File: src/rtl/ff_ctrl_pkg.sv
// Shared encodings for the flip-flop mode sequencer: command modes and
// controller FSM states.
package ff_ctrl_pkg;

  typedef enum logic [1:0] {
    MODE_SR = 2'b00,
    MODE_JK = 2'b01,
    MODE_D  = 2'b10,
    MODE_T  = 2'b11
  } mode_t;

  typedef enum logic [1:0] {
    ST_IDLE  = 2'b00,
    ST_APPLY = 2'b01,
    ST_DONE  = 2'b10
  } state_t;

endpackage

File: src/rtl/sr_ff.sv
// Single SR storage element shared by every flip-flop personality.
module sr_ff (
  input  logic clk,
  input  logic rst,
  input  logic s,
  input  logic r,
  output logic q
);

  always_ff @(posedge clk or posedge rst) begin
    if (rst) q <= 1'b0;
    else     q <= s | (~r & q);
  end

endmodule

File: src/rtl/ff_mode_sequencer.sv
// Command-driven controller that drives one SR core as an SR, JK, D or T
// flip-flop for a programmed number of clock edges.
module ff_mode_sequencer
  import ff_ctrl_pkg::*;
#(
  parameter int CNT_W = 4
) (
  input  logic             clk,
  input  logic             rst,
  input  logic             cmd_valid,
  output logic             cmd_ready,
  input  logic [1:0]       cmd_mode,
  input  logic             cmd_a,
  input  logic             cmd_b,
  input  logic [CNT_W-1:0] cmd_count,
  output logic             s,
  output logic             r,
  output logic             q,
  output logic             busy,
  output logic             done,
  output logic             err
);

  state_t           state, state_nx;
  mode_t            mode_q;
  logic             a_q, b_q;
  logic [CNT_W-1:0] remaining;
  logic             hs, illegal;

  assign cmd_ready = (state == ST_IDLE);
  assign busy      = (state != ST_IDLE);
  assign hs        = cmd_valid & cmd_ready;
  assign illegal   = (mode_t'(cmd_mode) == MODE_SR) & cmd_a & cmd_b;

  always_comb begin
    state_nx = state;
    case (state)
      ST_IDLE: begin
        if (hs && !illegal)
          state_nx = (cmd_count == '0) ? ST_DONE : ST_APPLY;
      end
      ST_APPLY: begin
        // Exit on the last edge so remaining never has to wrap through zero.
        if (remaining == CNT_W'(1)) state_nx = ST_DONE;
      end
      ST_DONE:  state_nx = ST_IDLE;
      default:  state_nx = ST_IDLE;
    endcase
  end

  // Excitation: translate the latched personality into S/R drive so S=R=1
  // can never reach the core.
  always_comb begin
    s = 1'b0;
    r = 1'b0;
    if (state == ST_APPLY) begin
      case (mode_q)
        MODE_SR: begin s = a_q;       r = b_q;       end
        MODE_JK: begin s = a_q & ~q;  r = b_q & q;   end
        MODE_D:  begin s = a_q;       r = ~a_q;      end
        MODE_T:  begin s = a_q & ~q;  r = a_q & q;   end
        default: begin s = 1'b0;      r = 1'b0;      end
      endcase
    end
  end

  always_ff @(posedge clk or posedge rst) begin
    if (rst) begin
      state     <= ST_IDLE;
      mode_q    <= MODE_SR;
      a_q       <= 1'b0;
      b_q       <= 1'b0;
      remaining <= '0;
      done      <= 1'b0;
      err       <= 1'b0;
    end else begin
      state <= state_nx;
      done  <= (state_nx == ST_DONE);
      err   <= hs & illegal;
      if (hs && !illegal) begin
        mode_q    <= mode_t'(cmd_mode);
        a_q       <= cmd_a;
        b_q       <= cmd_b;
        remaining <= cmd_count;
      end else if (state == ST_APPLY) begin
        remaining <= remaining - CNT_W'(1);
      end
    end
  end

  sr_ff u_core (
    .clk (clk),
    .rst (rst),
    .s   (s),
    .r   (r),
    .q   (q)
  );

endmodule
File: config.mk
export PLATFORM = sky130hd
export DESIGN_NAME = ff_mode_sequencer
export DESIGN_NICKNAME = d
export VERILOG_FILES = /design/src/rtl/ff_ctrl_pkg.sv /design/src/rtl/sr_ff.sv /design/src/rtl/ff_mode_sequencer.sv
export SDC_FILE = /design/constraint.sdc
export NUM_CORES = 1
export LEC_CHECK = 0
export ABC_AREA = 0
export CAP_MARGIN = 20
export CORE_MARGIN = 2
export CORE_UTILIZATION = 50
export CTS_CLUSTER_DIAMETER = 40
export DETAILED_ROUTE_END_ITERATION = 8
export GPL_TIMING_DRIVEN = 0
export PLACE_DENSITY = 0.79
export SKIP_LAST_GASP = 1
export SYNTH_ARGS = -nofsm -noshare
export SYNTH_HDL_FRONTEND = slang
export SYNTH_SLANG_ARGS = --single-unit
File: constraint.sdc
create_clock -name clk -period 3 [get_ports clk]
set_clock_uncertainty 0.1 [all_clocks]
set_input_delay 0.3 -clock clk [delete_from_list [all_inputs] [get_ports clk]]
set_output_delay 0.3 -clock clk [all_outputs]
set_load 0.05 [all_outputs]
==> key figures <==
Run status
  • Outcome: finished clean

Floorplan
  • IO Pins: 18
  • Die area: 0.00179 sq mm
  • # rows: 13
  • Die Width: 42.3 um
  • Initial Util: 55.0%
  • Die height: 42.3 um
  • Core ar.: 0.00133 sq mm

Clocking
  • Hold-fix buffers, CTS: 0
  • Clock transition at path regs: 80 ps
  • H-tree depth: 1
  • Max Root-Sink Buffers: 2
  • CTS Buf Count: 3
  • Clk_lat worst skew: 280 ps
  • Resize count post-CTS: 0
  • CTS root buffer: clkbuf_4
  • Buffer count from post-CTS setup fixing: 0
  • Clk sinks: 13
  • CTS tree: done

Logic synthesis
  • Syn Area/Cell: 11.3 sq um
  • EDFF count, synth: 0
  • Post-synthesis cell count: 65
  • Cell variety after synth: 34
  • Post-Syn Area: 733 sq um
  • Most frequently used flop master after synthesis: dfrtp_1
  • Synth area leaders: dfrtp_1 (44%), ha_1 (3.4%), buf_6 (3.1%), mux2_1 (3.1%), a221o_1 (2.7%)
  • Yosys reg bits: 13
  • Post-synth top area share: 44.4%
  • Sequential area share after synthesis: 44.4%
  • Yosys top cell by area: dfrtp_1
  • Post-synth ARST share: 100%
  • Synthesis Warnings: 0
  • Post-synth net total: 78

Power and ir drop
  • Power per cell area: 1140 mW/mm^2
  • VDD IR max: 0.000550 V
  • Pleak: 0.400 nW
  • Design Power: 1.08 mW

Worst hold path
  • Hold crit path type: in2async

Timing
  • Worst-Margin Slew: 504 ps
  • Final setup fails: 0
  • Final Max Tran Viols: 0
  • Hold Vio Cnt, Final: 0
  • RSZ-0062 raised after global routing: false
  • Fin crit period: 2610 ps
  • Maximum clock frequency: 382 MHz
  • Slew HR: 66.3%
  • Fin crit share: 87.1%
  • Setup TNS: 0 ps

Layout
  • Fillers: 93
  • Post-Layout Inst Area: 948 sq um
  • Most common cell after layout, fill and taps aside: clkdlybuf4s50_1
  • Final nets: 100
  • Final Non-Filler Cells: 101
  • Layout Area Growth over Synthesis: 29.4%
  • Share of layout cells above drive strength 1: 12.8%
  • Most frequent cells in the layout: clkdlybuf4s50_1 (17), dfrtp_1 (13), inv_1 (5)
  • Antenna Cells: 0

Drt
  • Drt drc: 0
  • Drt initial violations: 7
  • Detail Route Antenna Nets: 0
  • WL met1: 685 um
  • Routed wl met3: 90 um
  • Via-to-Cell Ratio: 5.83
  • Metal2 WL: 655 um
  • Via count: 589
  • Drt pass-1 iters: 4
  • Drt wl/cell: 14.3 um
  • Detailed Route WL: 1.44 mm
  • Top Layer Used: met4

Place
  • RePlAce Congestion: 0.829
  • HPWL after DPL: 1.10 mm
  • Cell Count Post-Placement: 97
  • Dpl cell area: 922 sq um
  • Port Buffers: 17

Worst setup path
  • CP max FO: 9
  • WP data required: 2600 ps
  • Worst Setup Start Kind: flop
  • Critical path type: reg2out
  • Kind of capture point of the worst setup path: primary output
  • Arr. time, crit path: 2210 ps

GRT
  • Global-route usage over all layers: 18.3%
  • Vias in the first global route: 529
  • Total gr overflow: 0
  • Largest net degree at the start of global routing: 14
  • First-pass GRT wire length: 2.42 mm
  • Antenna violations before repair: 0

Run
  • Max Cap Viol: 0
-- layout make-up --
cell class | instances | area [sq um] | area share (%)
tap | 15 | 18.8 | 1.98
inverter | 5 | 18.8 | 1.98
sequential | 13 | 325 | 34.3
buffer | 2 | 22.5 | 2.37
timing repair buffer | 17 | 170 | 17.9
clock buffer | 4 | 26.3 | 2.77
multi-input combinational | 45 | 367 | 38.7
-- cell families after synthesis --
family | share of synthesized area, %
and+or+nand+nor | 22.4
AOI/OAI and AO/OA | 17.2
DFF | 44.4
buffers and inverters | 5.63
muxes | 5.80
adders and majority gates | 3.41
xor gates and xnor gates | 1.19
-- where the power goes --
group          switching (mW)  total [mW]  internal [mW]  leakage [nW]
clock network          0.0544       0.106         0.0516        0.0150
registers              0.0745       0.329          0.255         0.157
logic                   0.364       0.646          0.282         0.228
total                   0.492        1.08          0.589         0.400
-- metrics by stage --
step | setup slack (ps) | utilization (%) | hold WS, ps
global placement | 697 | 69.1 | 417
floorplan | 578 | - | 77.0
detailed placement | 710 | 69.1 | 423
CTS | 380 | 71.1 | 243
finish | 386 | 71.1 | 228
global route | 253 | 71.1 | 279
-- sequential cells by signal, indices dropped and copies added, names as in the netlist --
register	count
b_q	1
u_core.q	1
state	2
done	1
remaining	4
mode_q	2
a_q	1
err	1
-- worst max-delay path: stages, from the launching register on --
cell and delay [ps]:
dfrtp_1 470, nor2b_1 250, o21ai_0 120, a311oi_1 240, clkdlybuf4s50_1 840
-- layer usage --
metal / GRT usage [%] / vias up
met5: 0 / -
li1: - / 287
met2: 26.8 / 20
met4: 3.75 / 0
met1: 25.3 / 280
met3: 7.76 / 2
-- synthesized netlist by cell type (2+ instances only) --
library cell / number
mux2i_1: 2
o21ai_0: 2
o32ai_1: 2
buf_6: 2
nand2_1: 2
mux2_1: 2
or3b_2: 2
a221o_1: 2
inv_1: 5
ha_1: 2
dfrtp_1: 13
a21oi_1: 3
nand3b_1: 2
o22a_2: 2
nor2_1: 3
-- path summary, 6_finish.rpt --
check | startpoint | end | slack [ps] | cells past startpoint
max in group asynchronous | rst | remaining[1]$_DFFE_PP0P_ | 2230 | 2
worst min-delay path | rst | u_core.q$_DFF_PP0_ | 230 | 2
worst max-delay path | state[1]$_DFF_PP0_ | r | 390 | 4
min in group clk | remaining[1]$_DFFE_PP0P_ | remaining[1]$_DFFE_PP0P_ | 440 | 1
worst max register to register | state[1]$_DFF_PP0_ | mode_q[1]$_DFFE_PP0N_ | 1270 | 4
worst min register to register | remaining[1]$_DFFE_PP0P_ | remaining[1]$_DFFE_PP0P_ | 440 | 1
Power figures use the tool's default switching activity.
==> variant (same settings) <==
Add an input register stage for `cmd_mode`, without a reset; this delays it by one clock. The other inputs are not delayed to match.
--- a/src/rtl/ff_mode_sequencer.sv
+++ b/src/rtl/ff_mode_sequencer.sv
@@ -21,6 +21,12 @@
   output logic             err
 );
 
+  logic [1:0] cmd_mode_q;
+
+  always_ff @(posedge clk) begin
+    cmd_mode_q <= cmd_mode;
+  end
+
   state_t           state, state_nx;
   mode_t            mode_q;
   logic             a_q, b_q;
@@ -30,7 +36,7 @@
   assign cmd_ready = (state == ST_IDLE);
   assign busy      = (state != ST_IDLE);
   assign hs        = cmd_valid & cmd_ready;
-  assign illegal   = (mode_t'(cmd_mode) == MODE_SR) & cmd_a & cmd_b;
+  assign illegal   = (mode_t'(cmd_mode_q) == MODE_SR) & cmd_a & cmd_b;
 
   always_comb begin
     state_nx = state;
@@ -78,7 +84,7 @@
       done  <= (state_nx == ST_DONE);
       err   <= hs & illegal;
       if (hs && !illegal) begin
-        mode_q    <= mode_t'(cmd_mode);
+        mode_q    <= mode_t'(cmd_mode_q);
         a_q       <= cmd_a;
         b_q       <= cmd_b;
         remaining <= cmd_count;
Check against the original RTL: not equivalent (a bounded check fails within 4 cycles, from zero or initial values and one cycle with rst high).
==> variant against the original RTL <==
- hold slack lost 0.0027 ns
- synthesized area grew 4.4%
- setup slack got worse by 0.12 ns
- routed wire length grew 1.7%
- cell area increased by 3.6%
- synthesized cell count grew 4.6%
- cell count up 4.0%
- sequential share of layout area grew 2.9 points
- register-to-register slack better by 0.09 ns
- maximum frequency down 4.2%
- sequential cell count up 2
- total power increased by 3.0%
- first-iteration DRC count grew 100%
- largest cell class unchanged
==> variant: results <==
[timing]
setup_slack_ns = 0.270
whs_ns = 0.226

[worst_setup_path]
cp_slowest_cell = clkdlybuf4s50_1
reg2reg_depth = 3
rrSetupSlack_ns = 1.36

[synth]
muxShareOfSynthArea = 0.0703
synth_cell_type_count = 35
synth_fa_ha_area_frac = 0.0327
synthTopCellsByArea = dfrtp_1 (42%), dfxtp_1 (5.2%), ha_1 (3.3%)
synth_compound_area_frac = 0.139
synth_commonest_cells = dfrtp_1 (13), inv_1 (5), nand2_1 (5)
synthCells = 68
synth.net_count = 81

[detailed_routing]
wl_per_cell_um = 14.0
drt_iter0_drc = 14
viasPerCell = 5.75
first_pass_iters = 5

[power]
p_leak_nw = 0.418
vdd_drop_max_mv = 0.555
power.switching_w = 0.000504

[finish]
num_antenna_cells = 0
instances_no_fill = 105
layout.nets = 103

[run_status]
outcome = completed

[placed_design]
place.gp.congestion = 0.831
dp_hpwl_um = 1110

[global_routing]
grt_first_pass_wirelength_um = 2660
grt_pass1_vias = 564
variant: cell types whose count changed after synthesis, sizes merged, moves of 2 or more:
cell	unedited run	this run
nand2	2	5
dfxtp	0	2
o22ai	0	2
o32ai	2	0
variant: power by group through the flow:
| stage | clock network [W] | registers, W | logic, W |
|---|---|---|---|
| 3_3_place_gp | 0 | 0.000361 | 0.000623 |
| 5_1_grt | 0.000132 | 0.000379 | 0.000689 |
| 3_5_place_dp | 0 | 0.000363 | 0.000632 |
| 2_1_floorplan | 0 | 0.000385 | 0.000439 |
| 4_1_cts | 0.000119 | 0.000360 | 0.000636 |
| 6_report | 0.000116 | 0.000361 | 0.000636 |
variant: metal layers:
metal	part of all wire	track usage
met1	0.47	0.281
met2	0.45	0.269
met3	0.053	0.0681
met4	0.027	0.109
met5	0	0
variant: area by class of cell:
class	instances	area, µm²
Buffer	1	11.3
Clock buffer	4	26.3
Fill cell	125	489
Inverter	5	18.8
Multi-Input combinational cell	47	370
Sequential cell	15	365
Tap cell	16	20.0
Timing Repair Buffer	17	170
